[config.mk]
export PLATFORM = sky130hd
export DESIGN_NAME = pb_field_packer
export DESIGN_NICKNAME = d
export VERILOG_FILES = /design/src/rtl/pb_pkg.sv /design/src/rtl/pb_varint_len.sv /design/src/rtl/pb_field_packer.sv
export SDC_FILE = /design/constraint.sdc
export NUM_CORES = 1
export LEC_CHECK = 0
export CAP_MARGIN = 20
export CORE_MARGIN = 2
export CORE_UTILIZATION = 45
export DETAILED_ROUTE_END_ITERATION = 8
export PLACE_DENSITY = 0.71
export SLEW_MARGIN = 10
export SYNTH_ARGS = -nofsm -noshare
export SYNTH_HDL_FRONTEND = slang
export SYNTH_SLANG_ARGS = --single-unit
[constraint.sdc]
create_clock -name clk -period 10.51 [get_ports clk]
set_input_delay 1.051 -clock clk [delete_from_list [all_inputs] [get_ports clk]]
set_output_delay 1.051 -clock clk [all_outputs]
set_load 0.1 [all_outputs]
[src/rtl/pb_pkg.sv]
// Shared definitions for the protobuf wire-format stages.
// Contents:
//   FIELD_W / FIELD_BYTES  width of one encoded field (tag varint + value varint)
//   MAX_TAG_BYTES          longest legal tag varint
//   MAX_VARINT_BYTES       longest legal value varint
//   pb_state_e             state encoding of the field packer FSM
package pb_pkg;

    localparam int FIELD_W          = 120;
    localparam int FIELD_BYTES      = FIELD_W / 8;
    localparam int MAX_TAG_BYTES    = 5;
    localparam int MAX_VARINT_BYTES = 10;

    typedef enum logic [1:0] {
        ST_IDLE,
        ST_SHIFT,
        ST_FULL,
        ST_FLUSH
    } pb_state_e;

endpackage

[src/rtl/pb_varint_len.sv]
// Combinational length finder for one encoded field.
// The tag varint starts at byte 0. The value varint starts right after it.
// Each varint ends at the first byte whose continuation bit (bit 7) is clear.
// Ports:
//   field      in   encoded field, byte k in [8k+7:8k]
//   tag_len    out  tag varint length, 1..5 (0 when malformed)
//   val_len    out  value varint length, 1..10 (0 when malformed)
//   malformed  out  a varint has no terminator within its legal length
module pb_varint_len
    import pb_pkg::*;
(
    input  logic [FIELD_W-1:0] field,
    output logic [2:0]         tag_len,
    output logic [3:0]         val_len,
    output logic               malformed
);

    // term[k] marks a byte that terminates a varint.
    logic [FIELD_BYTES-1:0] term;

    genvar gi;
    generate
        for (gi = 0; gi < FIELD_BYTES; gi++) begin : g_term
            assign term[gi] = ~field[8*gi+7];
        end
    endgenerate

    logic       tag_found;
    logic       val_found;
    logic [3:0] pos;

    always_comb begin
        tag_len   = 3'd0;
        tag_found = 1'b0;
        for (int i = 0; i < MAX_TAG_BYTES; i++) begin
            if (!tag_found && term[i]) begin
                tag_len   = 3'(i + 1);
                tag_found = 1'b1;
            end
        end

        // Highest byte examined is 5 + 9 = 14, the last byte of the field,
        // so the value search never runs past the input.
        val_len   = 4'd0;
        val_found = 1'b0;
        pos       = 4'd0;
        for (int j = 0; j < MAX_VARINT_BYTES; j++) begin
            pos = 4'(tag_len) + 4'(j);
            if (!val_found && term[pos]) begin
                val_len   = 4'(j + 1);
                val_found = 1'b1;
            end
        end

        malformed = !tag_found || !val_found;
    end

endmodule

[src/rtl/pb_field_packer.sv]
// Packs encoded protobuf fields into a little-endian byte stream of
// OUT_BYTES-wide words. Each accepted field contributes exactly its true
// wire length, so consecutive fields abut with no gaps. The last field of a
// message closes the current word (possibly an empty keep=0 word), and the
// message byte count is reported one cycle after that word is taken.
// Ports:
//   clk, rst                 clock, synchronous active-high reset
//   in_valid/in_ready        field handshake
//   in_field, in_last        encoded field, end-of-message flag
//   out_valid/out_ready      word handshake
//   out_data, out_keep       word and contiguous byte mask
//   out_last                 last word of the message
//   msg_len, msg_len_valid   completed message length and its pulse
//   err_malformed            pulse: accepted field was dropped
module pb_field_packer
    import pb_pkg::*;
#(
    parameter int OUT_BYTES = 8,
    parameter int LEN_W     = 32
) (
    input  logic                   clk,
    input  logic                   rst,
    input  logic                   in_valid,
    output logic                   in_ready,
    input  logic [FIELD_W-1:0]     in_field,
    input  logic                   in_last,
    output logic                   out_valid,
    input  logic                   out_ready,
    output logic [8*OUT_BYTES-1:0] out_data,
    output logic [OUT_BYTES-1:0]   out_keep,
    output logic                   out_last,
    output logic [LEN_W-1:0]       msg_len,
    output logic                   msg_len_valid,
    output logic                   err_malformed
);

    localparam int FILL_W = $clog2(OUT_BYTES + 1);
    localparam int DATA_W = 8 * OUT_BYTES;

    pb_state_e          state_reg;
    logic [FIELD_W-1:0] fld_reg;        // remaining field bytes, next one in [7:0]
    logic [3:0]         rem_reg;
    logic [FILL_W-1:0]  fill_reg;
    logic               last_reg;
    logic               word_last_reg;
    logic [DATA_W-1:0]  acc_reg;
    logic [LEN_W-1:0]   msg_cnt_reg;
    logic [LEN_W-1:0]   msg_len_reg;
    logic               msg_len_valid_reg;
    logic               err_malformed_reg;

    logic [2:0] tag_len;
    logic [3:0] val_len;
    logic       malformed;
    logic [3:0] field_len;

    pb_varint_len u_varint_len (
        .field     (in_field),
        .tag_len   (tag_len),
        .val_len   (val_len),
        .malformed (malformed)
    );

    assign field_len = 4'(tag_len) + val_len;

    logic [FILL_W-1:0] fill_next;
    logic [3:0]        rem_next;

    assign fill_next = fill_reg + FILL_W'(1);
    assign rem_next  = rem_reg - 4'd1;

    // Partial-word mask: bytes below the fill pointer are valid.
    logic [OUT_BYTES-1:0] flush_keep;

    genvar gi;
    generate
        for (gi = 0; gi < OUT_BYTES; gi++) begin : g_keep
            assign flush_keep[gi] = (FILL_W'(gi) < fill_reg);
        end
    endgenerate

    assign in_ready      = (state_reg == ST_IDLE);
    assign out_valid     = (state_reg == ST_FULL) || (state_reg == ST_FLUSH);
    assign out_data      = acc_reg;
    assign msg_len       = msg_len_reg;
    assign msg_len_valid = msg_len_valid_reg;
    assign err_malformed = err_malformed_reg;

    always_comb begin
        out_keep = '0;
        out_last = 1'b0;
        case (state_reg)
            ST_FULL: begin
                out_keep = '1;
                out_last = word_last_reg;
            end
            ST_FLUSH: begin
                out_keep = flush_keep;
                out_last = 1'b1;
            end
            default: ;
        endcase
    end

    always_ff @(posedge clk) begin
        if (rst) begin
            state_reg         <= ST_IDLE;
            fld_reg           <= '0;
            rem_reg           <= 4'd0;
            fill_reg          <= '0;
            last_reg          <= 1'b0;
            word_last_reg     <= 1'b0;
            acc_reg           <= '0;
            msg_cnt_reg       <= '0;
            msg_len_reg       <= '0;
            msg_len_valid_reg <= 1'b0;
            err_malformed_reg <= 1'b0;
        end else begin
            msg_len_valid_reg <= 1'b0;
            err_malformed_reg <= 1'b0;

            case (state_reg)
                ST_IDLE: begin
                    if (in_valid) begin
                        if (malformed) begin
                            // Field is dropped; a last flag still closes the message.
                            err_malformed_reg <= 1'b1;
                            if (in_last) begin
                                state_reg <= ST_FLUSH;
                            end
                        end else begin
                            fld_reg   <= in_field;
                            rem_reg   <= field_len;
                            last_reg  <= in_last;
                            state_reg <= ST_SHIFT;
                        end
                    end
                end

                ST_SHIFT: begin
                    for (int b = 0; b < OUT_BYTES; b++) begin
                        if (fill_reg == FILL_W'(b)) begin
                            acc_reg[8*b +: 8] <= fld_reg[7:0];
                        end
                    end
                    fld_reg     <= fld_reg >> 8;
                    fill_reg    <= fill_next;
                    rem_reg     <= rem_next;
                    msg_cnt_reg <= msg_cnt_reg + LEN_W'(1);
                    if (fill_next == FILL_W'(OUT_BYTES)) begin
                        // A field ending exactly on a word boundary closes the
                        // message in this word, so no empty word follows.
                        state_reg     <= ST_FULL;
                        word_last_reg <= (rem_next == 4'd0) && last_reg;
                    end else if (rem_next == 4'd0) begin
                        state_reg <= last_reg ? ST_FLUSH : ST_IDLE;
                    end
                end

                ST_FULL: begin
                    if (out_ready) begin
                        fill_reg      <= '0;
                        acc_reg       <= '0;
                        word_last_reg <= 1'b0;
                        if (word_last_reg) begin
                            msg_len_reg       <= msg_cnt_reg;
                            msg_len_valid_reg <= 1'b1;
                            msg_cnt_reg       <= '0;
                        end
                        state_reg <= (word_last_reg || rem_reg == 4'd0) ? ST_IDLE : ST_SHIFT;
                    end
                end

                ST_FLUSH: begin
                    if (out_ready) begin
                        fill_reg          <= '0;
                        acc_reg           <= '0;
                        msg_len_reg       <= msg_cnt_reg;
                        msg_len_valid_reg <= 1'b1;
                        msg_cnt_reg       <= '0;
                        state_reg         <= ST_IDLE;
                    end
                end

                default: state_reg <= ST_IDLE;
            endcase
        end
    end

endmodule

# After elaboration in Yosys (flattened, before gate mapping)
# Index checks and enable logic that the tools add are counted.
# W data, S select, Z words.
[classes]
div = 0
n_reduce_logical = 57
n_bitwise = 18
add_sub_neg = 13
multipliers = 0
shifts = 0
n_mux = 96
n_lt_le_gt_ge = 18
n_eq_ne = 28
[ops]
columns = ["op", "count"]
rows = [
  ["$mux W120", 2],
  ["$pmux W120 S2", 1],
  ["$mux W32", 6],
  ["$pmux W64 S2", 1],
  ["$pmux W32 S3", 1],
  ["$mux W64", 1],
  ["$mux W8", 8],
  ["$pmux W32 S2", 1],
  ["$lt A4 B5 Y1 const B", 9],
  ["$bmux W1 S4", 9],
  ["$mux W1", 34],
  ["$reduce_and A3 Y1", 11],
  ["$add A32 B1 Y32 const B", 1],
  ["$ne A2 B2 Y1 const B", 14],
  ["$mux W3", 8],
  ["$mux W4", 6],
  ["$mux W2", 10],
  ["$not A1 Y1", 18],
  ["$add A3 B3 Y4 const B", 4],
  ["$eq A4 B3 Y1 const B", 4],
  ["$lt A3 B4 Y1 const A", 4],
  ["$pmux W4 S2", 2],
  ["$pmux W8 S2", 1],
  ["$logic_and A1 B1 Y1", 14],
  ["other kinds (30)", 60],
]
[totals]
mem_count = 0
input_bits = 125
latchBits = 0
output_inout_bits = 109
register_bits = 262
mem_bits_rw = 0
word_cells = 248
mem_bits_ro = 0

# Depth between registers and ports, before layout
# Gate-level depths: netlist of run 1.
[logic_depth]
ltp_word = 47
depth_mapped = 20

# Modules after synthesis
# From an unflattened synthesis of run 1, not the netlist that was laid out.
[hier_totals]
hier_cells = 1546
area_unflattened_um2 = 11982.7
[by_module_without_submodules]
columns = ["module", "area_per_inst_um2", "cells_each", "seq_area_each_um2", "n_inst"]
rows = [
  ["pb_field_packer", 11121.9, 1415, 5245.0, 1],
  ["pb_varint_len", 860.8, 131, 0.0, 1],
]

# Worst setup path after synthesis of run 1
# No wires, ideal clock.
[synth_timing]
kind = "input to register"
from = "input in_field[39]"
to = "register rem_reg[2]"
cell_stages = 20
path_slack_ns = 5.754
required_ns = 10.393
t_arrival_ns = 4.639
path_cell_list = "buf_2 nor2b_2 o21ai_4 buf_2 ha_1 clkbuf_1 nand2_1 o22ai_1 o32ai_1 a211o_1 a21boi_0 o21ai_0 nand2_1 a21o_1 ha_1 fa_1 xor2_1 nand2_1 o21ai_0 a32o_1"
[synth_between]
elab_chain_cells = 37
elab_cells_between_ends = 80
[synth_lines]
columns = ["item", "line_no", "text"]
rows = [
  ["start: declaration", "pb_field_packer.sv:25", "input logic [FIELD_W-1:0] in_field,"],
  ["$not A1 Y1 (*)", "pb_varint_len.sv:24", "assign term[gi] = ~field[8*gi+7];"],
  ["branches (longest 36 deep; another with $add A3 B1 Y4)", "--", ""],
  ["end signal: assignment", "pb_field_packer.sv:133", "rem_reg <= field_len;"],
  ["end signal: assignment", "pb_field_packer.sv:148", "rem_reg <= rem_next;"],
  ["end: declaration", "pb_field_packer.sv:42", "logic [3:0] rem_reg;"],
]
# Mark *: on every way between the ends. The select of a mux whose other input is x is not followed.
# A chain may end at the register's enable or synchronous reset.

# Worst setup path after layout of run 1
[layout_timing]
from = "input in_field[7]"
to = "register fld_reg[57]"
[layout_between]
elab_chain_cells = 45
elab_cells_between_ends = 80
[layout_lines]
columns = ["item", "line_no", "text"]
rows = [
  ["branches (longest 42 deep; another with $add A3 B1 Y4)", "--", ""],
  ["$logic_or A1 B1 Y1 (*)", "pb_varint_len.sv:55", "malformed = !tag_found || !val_found;"],
  ["$ne A2 B2 Y1 (no line) (*)", "--", ""],
  ["$reduce_and A3 Y1 (no line) (*)", "--", ""],
  ["end signal: assignment", "pb_field_packer.sv:132", "fld_reg <= in_field;"],
  ["end signal: assignment", "pb_field_packer.sv:146", "fld_reg <= fld_reg >> 8;"],
  ["end: declaration", "pb_field_packer.sv:41", "logic [FIELD_W-1:0] fld_reg;"],
]
# Marked as above.

==> results of run 1 <==
[worst max path at each step]
stage | from | end | cells past startpoint
final | in_field[7] | fld_reg[57] | 14
after global routing | in_field[7] | fld_reg[57] | 14
after CTS | in_field[7] | fld_reg[57] | 14
after detailed placement | in_field[7] | fld_reg[57] | 14
after global placement | in_field[7] | rem_reg[2] | 14
after floorplan | in_field[39] | rem_reg[2] | 20
[area by class of cell]
cell class              count  area, um^2  area share [%]
flip-flops and latches    262        5245           32.72
clock buffers              40       805.8           5.026
diodes                      2       5.005         0.03122
multi-input cells        1022        6802           42.43
well taps                 378       473.0           2.950
repair buffers            247        2479           15.46
inverters                  22       82.58          0.5151
clock inverters            10       140.1          0.8741
[kinds of logic (layout without fill, tap and decap cells)]
kind of cell | after synthesis | after routing | synth area share [%]
XOR/XNOR | 29 | 29 | 2.003
AO/OA/AOI/OAI | 285 | 285 | 20.08
flip-flops | 262 | 262 | 41.36
buffers and inverters | 147 | 319 | 5.268
other | 0 | 2 | 0
AND/OR/NAND/NOR | 619 | 619 | 23.79
multiplexers | 73 | 73 | 5.870
adder cells (fa/ha/maj) | 16 | 16 | 1.638
[placed cells by master, fill, tap and decap left out, types with 5 or more instances in the layout]
cell,n
and3_1,10
clkinv_2,5
a211oi_1,9
or3_1,11
nand3_1,27
a22o_1,32
nor3_2,51
nand2_1,265
clkbuf_1,6
inv_1,20
clkbuf_8,6
nand4_1,8
a31oi_1,11
clkbuf_16,28
nor2_1,118
a21boi_0,7
or2_2,5
mux2i_1,71
a21oi_1,34
o211ai_1,5
nor2b_1,15
xnor2_1,10
o21ai_0,24
ha_1,15
dfxtp_1,262
nor3_1,74
clkdlybuf4s50_1,232
a311oi_1,66
a21o_1,5
nand2b_1,9
buf_4,11
xor2_1,19
a311oi_2,50
[power by group]
| group | switching (uW) | total [uW] | internal, uW |
|---|---|---|---|
| combinational | 1070 | 1610 | 532 |
| clock | 406 | 1010 | 605 |
| sequential | 143 | 1350 | 1210 |
[worst reg2reg max path: stages, from the launching register on]
cell and delay, ns:
dfxtp_1 0.36, buf_4 0.32, a21oi_1 0.11, a21oi_1 0.41, nand4_1 0.30, nor2_1 0.35, nand2_1 0.22, or2_2 0.40
or3_1 0.33, a21oi_1 0.16
[layer usage]
metal / track usage, % / part of all wire [%]
met3: 2.495 / 3.8
met1: 30.89 / 45
met4: 6.467 / 2.4
met2: 39.24 / 49
met5: 0 / 0
[metrics by stage]
stage	util (%)	power, uW
2_1_floorplan	-	2628
3_3_place_gp	54.10	2943
3_5_place_dp	54.26	2970
4_1_cts	57.66	3985
5_1_grt	57.71	4181
6_report	57.71	3968
==> impl_metrics.py, run 1 <==
metrics = {
    "status": {
        "status": "finished clean",
    },
    "synth": {
        "synth_area_leaders": "dfxtp_1, nand2_1, a311oi_2",
        "synth_top_cell_by_area": "dfxtp_1",
        "async_flop_share_pct": 0,
        "synth.net_count": 1572,
        "synth_area_mm2": 0.01268,
        "synth_edf_count": 0,
        "synth_cell_type_count": 72,
        "synth.most_common_cell": "nand2_1",
        "ys_ff_latch": 262,
        "ys_warn_count": 0,
        "synth_top_area_share_pct": 41.36,
        "synth-seq-area-share_pct": 41.36,
        "synth_common_cells": "nand2_1, dfxtp_1, nor2_1",
        "synthCells": 1431,
        "ys.flop_type": "dfxtp_1",
        "synth_area_per_cell_um2": 8.862,
    },
    "setup_path": {
        "worstSetupPathType": "primary input to flip-flop",
        "r2r_start": "state_reg[1]",
        "cp-start-kind": "primary input",
        "required_ns": 10.94,
        "end_kind": "flip-flop",
        "max_stage_delay_ns": 0.91,
        "reg2reg_slack_ns": 7.49,
        "cp_num_buf_inv": 3,
        "path_cells": "clkdlybuf4s50_1 > nand2_2 > o21ai_4 > ha_1 > inv_1 > a22oi_1 > o21ai_0 > o2bb2ai_1 > mux2i_1 > or2_2 > o31ai_2 > nand2_4 > buf_4 > a311oi_1",
        "rr_worst_depth": 9,
        "rr_endpoint": "msg_cnt_reg[30]",
        "worstPathArrival_ns": 7.00,
        "worstPathMaxFanout": 77,
        "path_delay_family": "compound AO/OA/AOI/OAI gates",
        "slowest_stage": "clkdlybuf4s50_1",
    },
    "grt": {
        "gr-total-overflow": 0,
        "grt_use_total_pct": 23.00,
        "antenna_found_initial": 2,
        "grt_max_degree": 227,
        "grt_pass1_wl_um": 55310,
        "grt_pass1_vias": 10500,
    },
    "floorplan": {
        "die-area_mm2": 0.02954,
        "io_pins": 234,
        "core_region_area_mm2": 0.02778,
        "die_h_um": 171.9,
        "initial_utilization_pct": 45.65,
        "placementRows": 61,
        "fp.dieW_um": 171.9,
    },
    "clock_network": {
        "cts_buffer_depth": 3,
        "cts_hold_buf": 0,
        "clock_sinks": 262,
        "postCtsSetupRepairBufs": 0,
        "htreeDepth": 1,
        "numCtsBuffers": 28,
        "cts_tree": "built",
        "cts.reportedPaths.clkPinSlew_ns": 0.06,
        "post_cts_resized": 0,
        "root_buffer": "clkbuf_16",
        "clk_latency_ns": 0.55,
    },
    "sta": {
        "worst_hold_slack_ns": 0.4632,
        "maxSlewHeadroom_pct": 25.65,
        "fin_crit_sh_pct": 62.52,
        "layout_min_cycle_time_ns": 6.571,
        "clock_skew_ns": 0.01638,
        "slew_violations": 0,
        "fmax_mhz": 152.2,
        "finalHoldViolCount": 0,
        "tightest_slew_ns": 1.115,
        "final.setup.tns_ns": 0,
        "rsz0062_at_grt": "false",
        "worst_slack_ns": 3.939,
        "setup_viol": 0,
    },
    "layout": {
        "final_cell_area_mm2": 0.01603,
        "drive_gt1_share_pct": 11.67,
        "nNetsFinal": 1724,
        "fill_cells": 2514,
        "largest_reg_flops": 120,
        "area_growth_pct": 26.41,
        "stdcell_count": 1983,
    },
    "routing": {
        "drt-initial-drc-count": 809,
        "wl_per_cell_um": 17.74,
        "routed_wl_um": 35180,
        "routed_via_density": 5.602,
        "drc": 0,
        "dr.pass1.iters": 5,
        "vias": 11110,
        "drtAntennaViolNets": 0,
    },
    "place": {
        "hpwl_um": 23800,
        "placed_area_mm2": 0.01507,
        "post-place-ws_ns": 3.458,
        "io_buffers": 233,
        "gp_congestion": 0.8946,
        "dp_cells": 1930,
    },
    "worst_hold_path": {
        "whs_endpoint": "fld_reg[113]",
        "hold_depth": 2,
        "min_from": "fld_reg[113]",
        "hp-class": "flip-flop to flip-flop",
    },
    "pwr": {
        "p_per_area_mw_per_mm2": 247.5,
        "ir_drop_uv": 230.7,
        "leakage_uw": 0.006153,
    },
    "run": {
        "cap_violations": 0,
    },
}
Power figures use the tool's default switching activity.
==> run 2, diff against run 1 <==
Clock period 10.51 ns to 6.7 ns, I/O delays scaled along.
==> impl_metrics.py, run 2 (synthesis results as in run 1) <==
metrics = {
    "status": {
        "status": "finished clean",
    },
    "worst_hold_path": {
        "hold_depth": 2,
        "whs_endpoint": "fld_reg[38]",
        "min_from": "fld_reg[46]",
        "hp-class": "flip-flop to flip-flop",
    },
    "routing": {
        "drt-initial-drc-count": 773,
        "dr.pass1.iters": 7,
        "routed_wl_um": 35100,
        "drc": 0,
        "routed_via_density": 5.595,
        "drtAntennaViolNets": 0,
        "wl_per_cell_um": 17.62,
        "vias": 11150,
    },
    "clock_network": {
        "cts_tree": "built",
        "root_buffer": "clkbuf_16",
        "post_cts_resized": 0,
        "clk_latency_ns": 0.56,
        "numCtsBuffers": 29,
        "htreeDepth": 1,
        "postCtsSetupRepairBufs": 0,
        "cts.reportedPaths.clkPinSlew_ns": 0.06,
        "cts_hold_buf": 0,
        "clock_sinks": 262,
        "cts_buffer_depth": 3,
    },
    "setup_path": {
        "worstPathArrival_ns": 5.64,
        "r2r_start": "state_reg[1]",
        "reg2reg_slack_ns": 3.66,
        "required_ns": 7.16,
        "path_common_cell": "o21ai_0",
        "path_cells": "clkdlybuf4s50_1 > nand2_2 > o21ai_4 > ha_1 > inv_1 > a22oi_1 > o21ai_0 > and3_1 > a211o_1 > a21boi_0 > o21ai_0 > nand2_1 > a21o_1 > ha_1 > fa_1 > xor2_1 > nand2_1 > o21ai_0 > a32o_1",
        "worstSetupPathType": "primary input to flip-flop",
        "rr_endpoint": "msg_cnt_reg[23]",
        "worstPathMaxFanout": 20,
        "max_stage_delay_ns": 0.92,
        "slowest_stage": "clkdlybuf4s50_1",
        "end_kind": "flip-flop",
        "cp-start-kind": "primary input",
        "rr_worst_depth": 8,
    },
    "sta": {
        "fmax_mhz": 193.0,
        "rsz0062_at_grt": "false",
        "worst_slack_ns": 1.518,
        "fin_crit_sh_pct": 77.34,
        "tightest_slew_ns": 1.092,
        "maxSlewHeadroom_pct": 27.21,
        "final.setup.tns_ns": 0,
        "worst_hold_slack_ns": 0.4555,
        "slew_violations": 0,
        "setup_viol": 0,
        "layout_min_cycle_time_ns": 5.182,
        "clock_skew_ns": 0.02481,
        "finalHoldViolCount": 0,
    },
    "floorplan": {
        "initial_utilization_pct": 45.65,
        "io_pins": 234,
        "fp.dieW_um": 171.9,
        "die-area_mm2": 0.02954,
        "die_h_um": 171.9,
        "placementRows": 61,
        "core_region_area_mm2": 0.02778,
    },
    "pwr": {
        "internal_power_uw": 3725,
        "ir_drop_uv": 325.7,
        "seqPwrFrac_pct": 33.6,
        "switchingPower_uw": 2573,
        "p_per_area_mw_per_mm2": 390.2,
        "power_uw": 6298,
        "leakage_uw": 0.006200,
        "p_comb_share_pct": 40.3,
        "clkPwrFrac_pct": 26.1,
        "switching_share_pct": 40.85,
    },
    "grt": {
        "grt_use_total_pct": 22.93,
        "grt_pass1_wl_um": 55190,
        "grt_pass1_vias": 10460,
        "antenna_found_initial": 3,
        "grt_max_degree": 226,
        "gr-total-overflow": 0,
    },
    "layout": {
        "drive_gt1_share_pct": 12.05,
        "layout_common_cells": "nand2_1, dfxtp_1, clkdlybuf4s50_1",
        "fill_cells": 2499,
        "mostFrequentLayoutCell": "nand2_1",
        "area_growth_pct": 27.28,
        "nNetsFinal": 1728,
        "largest_reg_flops": 120,
    },
    "place": {
        "gp_congestion": 0.8608,
        "io_buffers": 233,
        "hpwl_um": 23660,
        "post-place-ws_ns": 0.9974,
    },
    "run": {
        "cap_violations": 0,
    },
}
run 2: cell type report:
cell class                      count  area [um^2]  share of cell area, %
Clock buffer                       41        830.8                  5.147
Inverter                           22        82.58                 0.5116
Multi-Input combinational cell   1022         6802                  42.14
Antenna cell                        4        10.01                0.06201
Clock inverter                     13        165.2                  1.023
Timing Repair Buffer              250         2534                  15.70
Tap cell                          378        473.0                  2.930
Sequential cell                   262         5245                  32.49
run 2: how the worst max path moves through the flow:
stage                 startpoint          to  slack, ns  cells past startpoint
finish               in_field[7]  rem_reg[2]       1.52                     19
CTS                 in_field[15]  rem_reg[2]       1.62                     19
global placement     in_field[7]  rem_reg[2]       1.03                     19
floorplan           in_field[39]  rem_reg[2]       2.32                     20
detailed placement  in_field[15]  rem_reg[2]        1.0                     18
global route         in_field[7]  rem_reg[1]       1.19                     19
run 2: per-layer routing:
| layer | vias to the layer above | wire (um) | track usage (%) |
|---|---|---|---|
| met1 | 5303 | 15810 | 30.93 |
| li1 | 5467 | - | - |
| met2 | 297 | 16610 | 37.54 |
| met4 | 2 | 1122 | 8.111 |
| met5 | - | 13 | 0 |
| met3 | 77 | 1541 | 3.296 |
run 2: worst max-delay path, delay by kind of cell:
family,cells,cell delay [ns]
buffers and inverters,2,1.16
adders and majority gates,3,1.09
AOI/OAI and AO/OA,9,2.01
and+or+nand+nor,4,0.54
xor gates and xnor gates,1,0.17
run 2: through the flow:
step | cell area [um^2] | utilization [%] | cells
floorplan | 12680 | - | 1431
global placement | 15060 | 54.19 | 1928
detailed placement | 15080 | 54.27 | 1930
CTS | 16070 | 57.86 | 1984
global route | 16140 | 58.08 | 1990
finish | 16140 | 58.10 | 1992
run 2: power groups by stage:
stage,Clock [uW],Combinational (uW),Sequential [uW]
after floorplan,0,1790,2340
after global placement,0,2470,2150
after CTS,1670,2510,2140
final,1640,2540,2120
after global routing,1740,2740,2160
after detailed placement,0,2500,2160
